$ cat config.mk
export PLATFORM = sky130hd
export DESIGN_NAME = int_fma_unit
export DESIGN_NICKNAME = d
export VERILOG_FILES = /design/src/rtl/int_fma_unit.sv
export SDC_FILE = /design/constraint.sdc
export NUM_CORES = 1
export LEC_CHECK = 0
export BUFFER_PORTS_ARGS = -buffer_cell sky130_fd_sc_hd__buf_2
export CORE_MARGIN = 3
export CORE_UTILIZATION = 55
export CTS_CLUSTER_SIZE = 8
export DETAILED_ROUTE_END_ITERATION = 7
export GPL_TIMING_DRIVEN = 0
export PLACE_DENSITY = 0.73
export SETUP_SLACK_MARGIN = 0.1
export SKIP_CTS_REPAIR_TIMING = 1
export SLEW_MARGIN = 10
export SYNTH_ARGS = -nofsm -noshare
export SYNTH_HDL_FRONTEND = slang
export SYNTH_SLANG_ARGS = --single-unit
$ cat constraint.sdc
create_clock -name clock -period 13.8 [get_ports clock]
set_clock_uncertainty 0.15 [all_clocks]
set_input_delay 0.69 -clock clock [delete_from_list [all_inputs] [get_ports clock]]
set_output_delay 0.69 -clock clock [all_outputs]
set_load 0.02 [all_outputs]
$ cat src/rtl/int_fma_unit.sv
// int_fma_unit: integer fused multiply-add/accumulate engine.
// fmaOut = (mulIn1 * mulIn2) +/- addend, with runtime signed/unsigned mode and
// an internal accumulator that can replace addIn as the addend.
// A radix-2 shift-add multiplier works on operand magnitudes, one bit per cycle.
// It is followed by a single add cycle. The result is held until the consumer takes it.
//
// Handshake: a transfer happens on a rising clock edge where valid and ready are
// both high. inReady is high only in IDLE. outValid is high only in DONE, and
// fmaOut stays stable until outReady is seen. Inputs that arrive while the
// matching ready (or valid) is low are ignored and never queued.
module int_fma_unit #(
  parameter int WIDTH    = 11,
  parameter int OUTWIDTH = 2 * WIDTH + 1
) (
  input  logic                clock,
  input  logic                reset,
  input  logic                inValid,
  output logic                inReady,
  input  logic [WIDTH-1:0]    mulIn1,
  input  logic [WIDTH-1:0]    mulIn2,
  input  logic [WIDTH-1:0]    addIn,
  input  logic                signedMode,
  input  logic                negAdd,
  input  logic                accumulate,
  input  logic                clearAcc,
  output logic                outValid,
  input  logic                outReady,
  output logic [OUTWIDTH-1:0] fmaOut
);

  localparam int PW = 2 * WIDTH;
  localparam int CW = $clog2(WIDTH + 1);
  localparam logic [CW-1:0]       CNT_LAST = CW'(WIDTH - 1);
  localparam logic [CW-1:0]       CNT_ONE  = CW'(1);
  localparam logic [WIDTH-1:0]    ONE_W    = WIDTH'(1);
  localparam logic [OUTWIDTH-1:0] ONE_O    = OUTWIDTH'(1);

  // The result must hold the full signed product plus one bit for the addend.
  if (OUTWIDTH < 2 * WIDTH + 1) begin : g_bad_outwidth
    $error("int_fma_unit: OUTWIDTH must be at least 2*WIDTH+1");
  end

  typedef enum logic [1:0] {
    S_IDLE = 2'd0,
    S_MUL  = 2'd1,
    S_ADD  = 2'd2,
    S_DONE = 2'd3
  } state_t;

  state_t               state_q, state_d;
  logic [CW-1:0]        cnt_q, cnt_d;
  logic [PW-1:0]        mcand_q, mcand_d;    // multiplicand magnitude, shifted left each step
  logic [WIDTH-1:0]     mplier_q, mplier_d;  // multiplier magnitude, shifted right each step
  logic [PW-1:0]        prod_q, prod_d;      // unsigned partial product
  logic                 neg_prod_q, neg_prod_d;
  logic                 neg_add_q, neg_add_d;
  logic                 use_acc_q, use_acc_d;
  logic [OUTWIDTH-1:0]  addend_q, addend_d;
  logic [OUTWIDTH-1:0]  acc_q, acc_d;
  logic [OUTWIDTH-1:0]  fma_q, fma_d;
  logic [OUTWIDTH-1:0]  sum_w;

  // Magnitude of an operand. The most negative value maps to 2^(WIDTH-1),
  // which still fits in WIDTH unsigned bits.
  function automatic logic [WIDTH-1:0] magnitude(input logic [WIDTH-1:0] v, input logic s);
    return (s && v[WIDTH-1]) ? (~v + ONE_W) : v;
  endfunction

  // State and datapath registers; reset drops any in-flight operation.
  always_ff @(posedge clock or posedge reset) begin
    if (reset) begin
      state_q    <= S_IDLE;
      cnt_q      <= '0;
      mcand_q    <= '0;
      mplier_q   <= '0;
      prod_q     <= '0;
      neg_prod_q <= 1'b0;
      neg_add_q  <= 1'b0;
      use_acc_q  <= 1'b0;
      addend_q   <= '0;
      acc_q      <= '0;
      fma_q      <= '0;
    end else begin
      state_q    <= state_d;
      cnt_q      <= cnt_d;
      mcand_q    <= mcand_d;
      mplier_q   <= mplier_d;
      prod_q     <= prod_d;
      neg_prod_q <= neg_prod_d;
      neg_add_q  <= neg_add_d;
      use_acc_q  <= use_acc_d;
      addend_q   <= addend_d;
      acc_q      <= acc_d;
      fma_q      <= fma_d;
    end
  end

  // Next-state logic: IDLE -> MUL (WIDTH steps) -> ADD -> DONE -> IDLE.
  always_comb begin
    state_d = state_q;
    case (state_q)
      S_IDLE: if (inValid) state_d = S_MUL;
      S_MUL:  if (cnt_q == CNT_LAST) state_d = S_ADD;
      S_ADD:  state_d = S_DONE;
      S_DONE: if (outReady) state_d = S_IDLE;
      default: state_d = S_IDLE;
    endcase
  end

  // Handshake outputs decoded from the state.
  always_comb begin
    inReady  = (state_q == S_IDLE);
    outValid = (state_q == S_DONE);
    fmaOut   = fma_q;
  end

  // Final sum: sign-fix the product, widen it, then add or subtract the addend.
  always_comb begin
    logic [OUTWIDTH-1:0] prod_ext;
    logic [OUTWIDTH-1:0] prod_signed;
    logic [OUTWIDTH-1:0] addend_sel;
    prod_ext    = {{(OUTWIDTH - PW){1'b0}}, prod_q};
    prod_signed = neg_prod_q ? (~prod_ext + ONE_O) : prod_ext;
    addend_sel  = use_acc_q ? acc_q : addend_q;
    sum_w       = neg_add_q ? (prod_signed - addend_sel) : (prod_signed + addend_sel);
  end

  // Datapath updates: operand capture at accept, shift-add in MUL, result in ADD.
  always_comb begin
    cnt_d      = cnt_q;
    mcand_d    = mcand_q;
    mplier_d   = mplier_q;
    prod_d     = prod_q;
    neg_prod_d = neg_prod_q;
    neg_add_d  = neg_add_q;
    use_acc_d  = use_acc_q;
    addend_d   = addend_q;
    acc_d      = acc_q;
    fma_d      = fma_q;
    case (state_q)
      S_IDLE: begin
        // Clearing here also covers an accept in the same cycle: that op then
        // reads a zero accumulator in its ADD cycle.
        if (clearAcc) acc_d = '0;
        if (inValid) begin
          cnt_d      = '0;
          mcand_d    = {{WIDTH{1'b0}}, magnitude(mulIn1, signedMode)};
          mplier_d   = magnitude(mulIn2, signedMode);
          prod_d     = '0;
          neg_prod_d = signedMode & (mulIn1[WIDTH-1] ^ mulIn2[WIDTH-1]);
          neg_add_d  = negAdd;
          use_acc_d  = accumulate;
          addend_d   = {{(OUTWIDTH - WIDTH){signedMode & addIn[WIDTH-1]}}, addIn};
        end
      end
      S_MUL: begin
        if (mplier_q[0]) prod_d = prod_q + mcand_q;
        mcand_d  = mcand_q << 1;
        mplier_d = mplier_q >> 1;
        cnt_d    = cnt_q + CNT_ONE;
      end
      S_ADD: begin
        fma_d = sum_w;
        acc_d = sum_w;
      end
      default: begin
      end
    endcase
  end

endmodule
==> summary by stage <==
Synthesis
The average cell area after synthesis is about 8.5 um^2. The share of the yosys chip area belonging to registers is 0.351. The biggest area contributor in the post-synthesis netlist is sky130_fd_sc_hd__dfrtp_1. The Yosys step of the flow raised 0 warnings. The post-synthesis instance area is approximately 8700 um^2. The synthesized net count is around 1100. The number of distinct standard cells referenced by the synthesized netlist is around 70. After synthesis, the share of flip-flops with an asynchronous set or reset is 1.00. The most common flop cell mapped by yosys is sky130_fd_sc_hd__dfrtp_1. The register bit count reported by yosys is approximately 120. The number of synthesized flops with an enable pin is 0.

After synthesis, the cell types taking the most area are sky130_fd_sc_hd__dfrtp_1 (35%), sky130_fd_sc_hd__ha_1 (7.8%), sky130_fd_sc_hd__o21ai_0 (6.6%). Counting every instance in the synthesized netlist gives ~1000. By count the netlist is led by sky130_fd_sc_hd__dfrtp_1 (122), sky130_fd_sc_hd__nand2_1 (120), sky130_fd_sc_hd__o21ai_0 (115), sky130_fd_sc_hd__a21oi_1 (80), sky130_fd_sc_hd__nor2_1 (57). The most numerous cell in the Yosys netlist is sky130_fd_sc_hd__dfrtp_1. The share of synthesized area in the top cell type comes to 0.351.

Finish
The number of antenna diodes in the final layout is 0. The share of layout cells above drive strength 1 is 0.118. The final layout contains 1201 nets. The area growth from synthesis to layout is 14.2%.

STA
Setup repair after global routing left no endpoint under its margin. The transition at the pin with the smallest max-transition slack is 1.03 ns. The worst path setup slack after routing is approximately 8.5 ns. The worst pin sits at a relative slew slack of 0.293. Adding up every negative setup slack in the final design gives 0 ns. The final cycle utilization of the critical path is 0.382. The total of endpoints with negative setup slack in the final report is 0. The final-report max-slew violation count is 0. The maximum clock frequency is about 190 MHz.

After layout, the minimum clock period comes to 5.27 ns. The hold violation count in the final report was 0.

Critical path
Data on the critical path is required at its endpoint by roughly 14 ns. In this design, the stage delay of the slowest critical-path cell is about 0.56 ns. The category of the worst setup path capture point is a flop. For the worst setup path, the data arrival time is about 5.4 ns. The slowest library cell on the worst path is sky130_fd_sc_hd__buf_1. The worst setup path is launched from a flop. For flop-to-flop paths, the worst setup slack is ~8.5 ns. The biggest fanout along the worst timing path is 10. The critical path goes through buf_4 > buf_2 > buf_2 > buf_1 > buf_1 > mux2i_1 > xor2_1 > ha_1 > a21o_1 > a221o_1 > a311oi_1 > o21ai_1 > o311a_1 > or3_1 > nand3_1 > o21ai_0.

The critical path start-end classification is reg -> reg.

Place
The weighted congestion at the end of routability-driven global placement is between 0.9 and 1. The count of input and output buffers is 64. The wire-length estimate of the detail-placed layout is 16.4 mm.

OpenSTA, run right after detailed placement, puts the worst setup slack at 8.63 ns.

Clock network
TritonCTS built the clock tree. The clock-pin slew on the worst setup and hold paths is around 0.06 ns. Clock tree synthesis selected as its root buffer the cell sky130_fd_sc_hd__clkbuf_16.

In this run, CTS created clock tree buffers numbering 17. For the worst-skew pair, the clock arrives at the later sink with an insertion delay of ~0.42 ns. The level count of the clock H-tree is 4.

No sink is reached through more buffers than the 2 on the longest clock path. Counting every sink on the clock net gives 122.

Floorplanning
The total die area is between 15000 and 20000 um^2. The die is 132 um tall. For this design the top-level I/O count stands at 66. The die outline width is 132 um.

The floorplan has 45 rows. The total area inside the core boundary comes to 15300 um^2. The initial core utilization is 0.568.

Drt
Dividing the detail-routed via count by the number of cells gives 5.89. After detailed routing, the average wire length per cell comes to 16.3 um. The routed layout has roughly 8000 vias. The number of DRC violations after detailed-routing iteration 0 is between 400 and 500. The number of nets with antenna violations after routing is 0.

The number of remaining DRC errors is 0. The total wire length is 21.6 mm. The pre-antenna-repair detailed-routing pass consisted of 5 iterations.

Run
The tool flagged a number of max-cap violations equal to 0.

Global routing
The largest net degree at the start of global routing is 87. The via count of the first global-routing pass is 7441. The number of antenna violations at the first check in global routing came to 0. Across every metal layer, demand over resource in global routing totals 0.249. Global routing finished with a remaining overflow of 0. The first-pass GRT wire length is between 30 and 40 mm.

Pwr
The static leakage power is 4.55 nW. The worst-case IR drop observed on VDD is ~0.00015 V. The total power divided by cell area is between 200 and 300 nW/um^2.

Status
The run finished with clean final reports.

Min path
The path class of the lowest-slack min-delay path is in -> async.
state kept, by name, indices dropped and copies added, names as in the netlist, 2 cells and up:
name,cells
acc_q,23
addend_q,12
cnt_q,4
fmaOut,23
mcand_q,22
mplier_q,11
prod_q,22
state_q,2
final cells by class:
cell class	instances	area (um^2)
Buffer	45	178
Sequential cell	122	3050
Multi-Input combinational cell	798	5270
Clock buffer	22	474
Timing Repair Buffer	65	348
Tap cell	211	264
Clock inverter	8	143
Fill cell	1356	5380
Inverter	55	211
layer usage:
metal	up-vias	GRT usage	wire [um]
li1	3846	-	-
met1	3715	0.317	9580
met2	215	0.430	10600
met3	36	0.0500	1030
met4	0	0.0758	421
met5	-	0	0
cell usage in the layout (no fill, tap or decap), drive strengths merged, types with 5 or more instances in the layout:
cell / instances
a31oi: 19
o21bai: 9
inv: 55
mux2i: 14
a21oi: 80
o21a: 8
xnor2: 51
o21ai: 117
nand4: 8
nor3b: 9
nand3: 12
and2: 5
buf: 79
ha: 54
clkbuf: 53
nor2b: 6
nor4: 8
nor3: 23
and3: 5
mux2: 18
or2: 6
nand2: 120
dfrtp: 122
nand2b: 11
a211oi: 5
or3: 21
nor2: 57
o31ai: 14
a21o: 17
a22o: 17
xor2: 25
report_power, final:
part / internal, W / total, W / switching, W
clock network: 0.000313 / 0.000469 / 0.000156
registers: 0.000491 / 0.000600 / 0.000109
logic: 0.000742 / 0.00189 / 0.00115
stage by stage:
step	util	area, um^2	hold slack, ns	power [W]	cells
after floorplan	-	8700	0.300	0.00203	1020
after global placement	0.606	9290	0.315	0.00244	1295
after detailed placement	0.608	9320	0.322	0.00247	1296
after CTS	0.649	9940	0.114	0.00295	1326
after global routing	0.649	9940	0.122	0.00322	1326
final	0.649	9940	0.104	0.00296	1326
critical path: cells and delay by family (launching register included):
kind | cells | cell delay [ns]
AOI/OAI and AO/OA | 6 | 1.60
xor gates and xnor gates | 1 | 0.26
adders and majority gates | 1 | 0.33
buffers and inverters | 5 | 1.70
DFF | 1 | 0.38
muxes | 1 | 0.29
and+or+nand+nor | 2 | 0.41
kinds of logic (layout without fill, tap and decap cells):
family	count (synthesis)	count (layout)	synth area share
compound gates	331	331	0.239
simple gates	303	303	0.168
flops	122	122	0.351
buf+inv	100	195	0.0441
xor+xnor	76	76	0.0765
fa+ha+maj	56	56	0.0822
mux	32	32	0.0394
worst paths after layout:
kind / from / end / cells after the start
min in group clock: acc_q[0] / acc_q[0] / 2
worst max register to register: use_acc_q / fmaOut[20] / 16
worst min-delay path: reset / fmaOut[16] / 2
worst max-delay path: use_acc_q / fmaOut[20] / 16
worst min register to register: acc_q[0] / acc_q[0] / 2
max in group asynchronous: reset / mcand_q[16] / 3
Power figures use the tool's default switching activity.
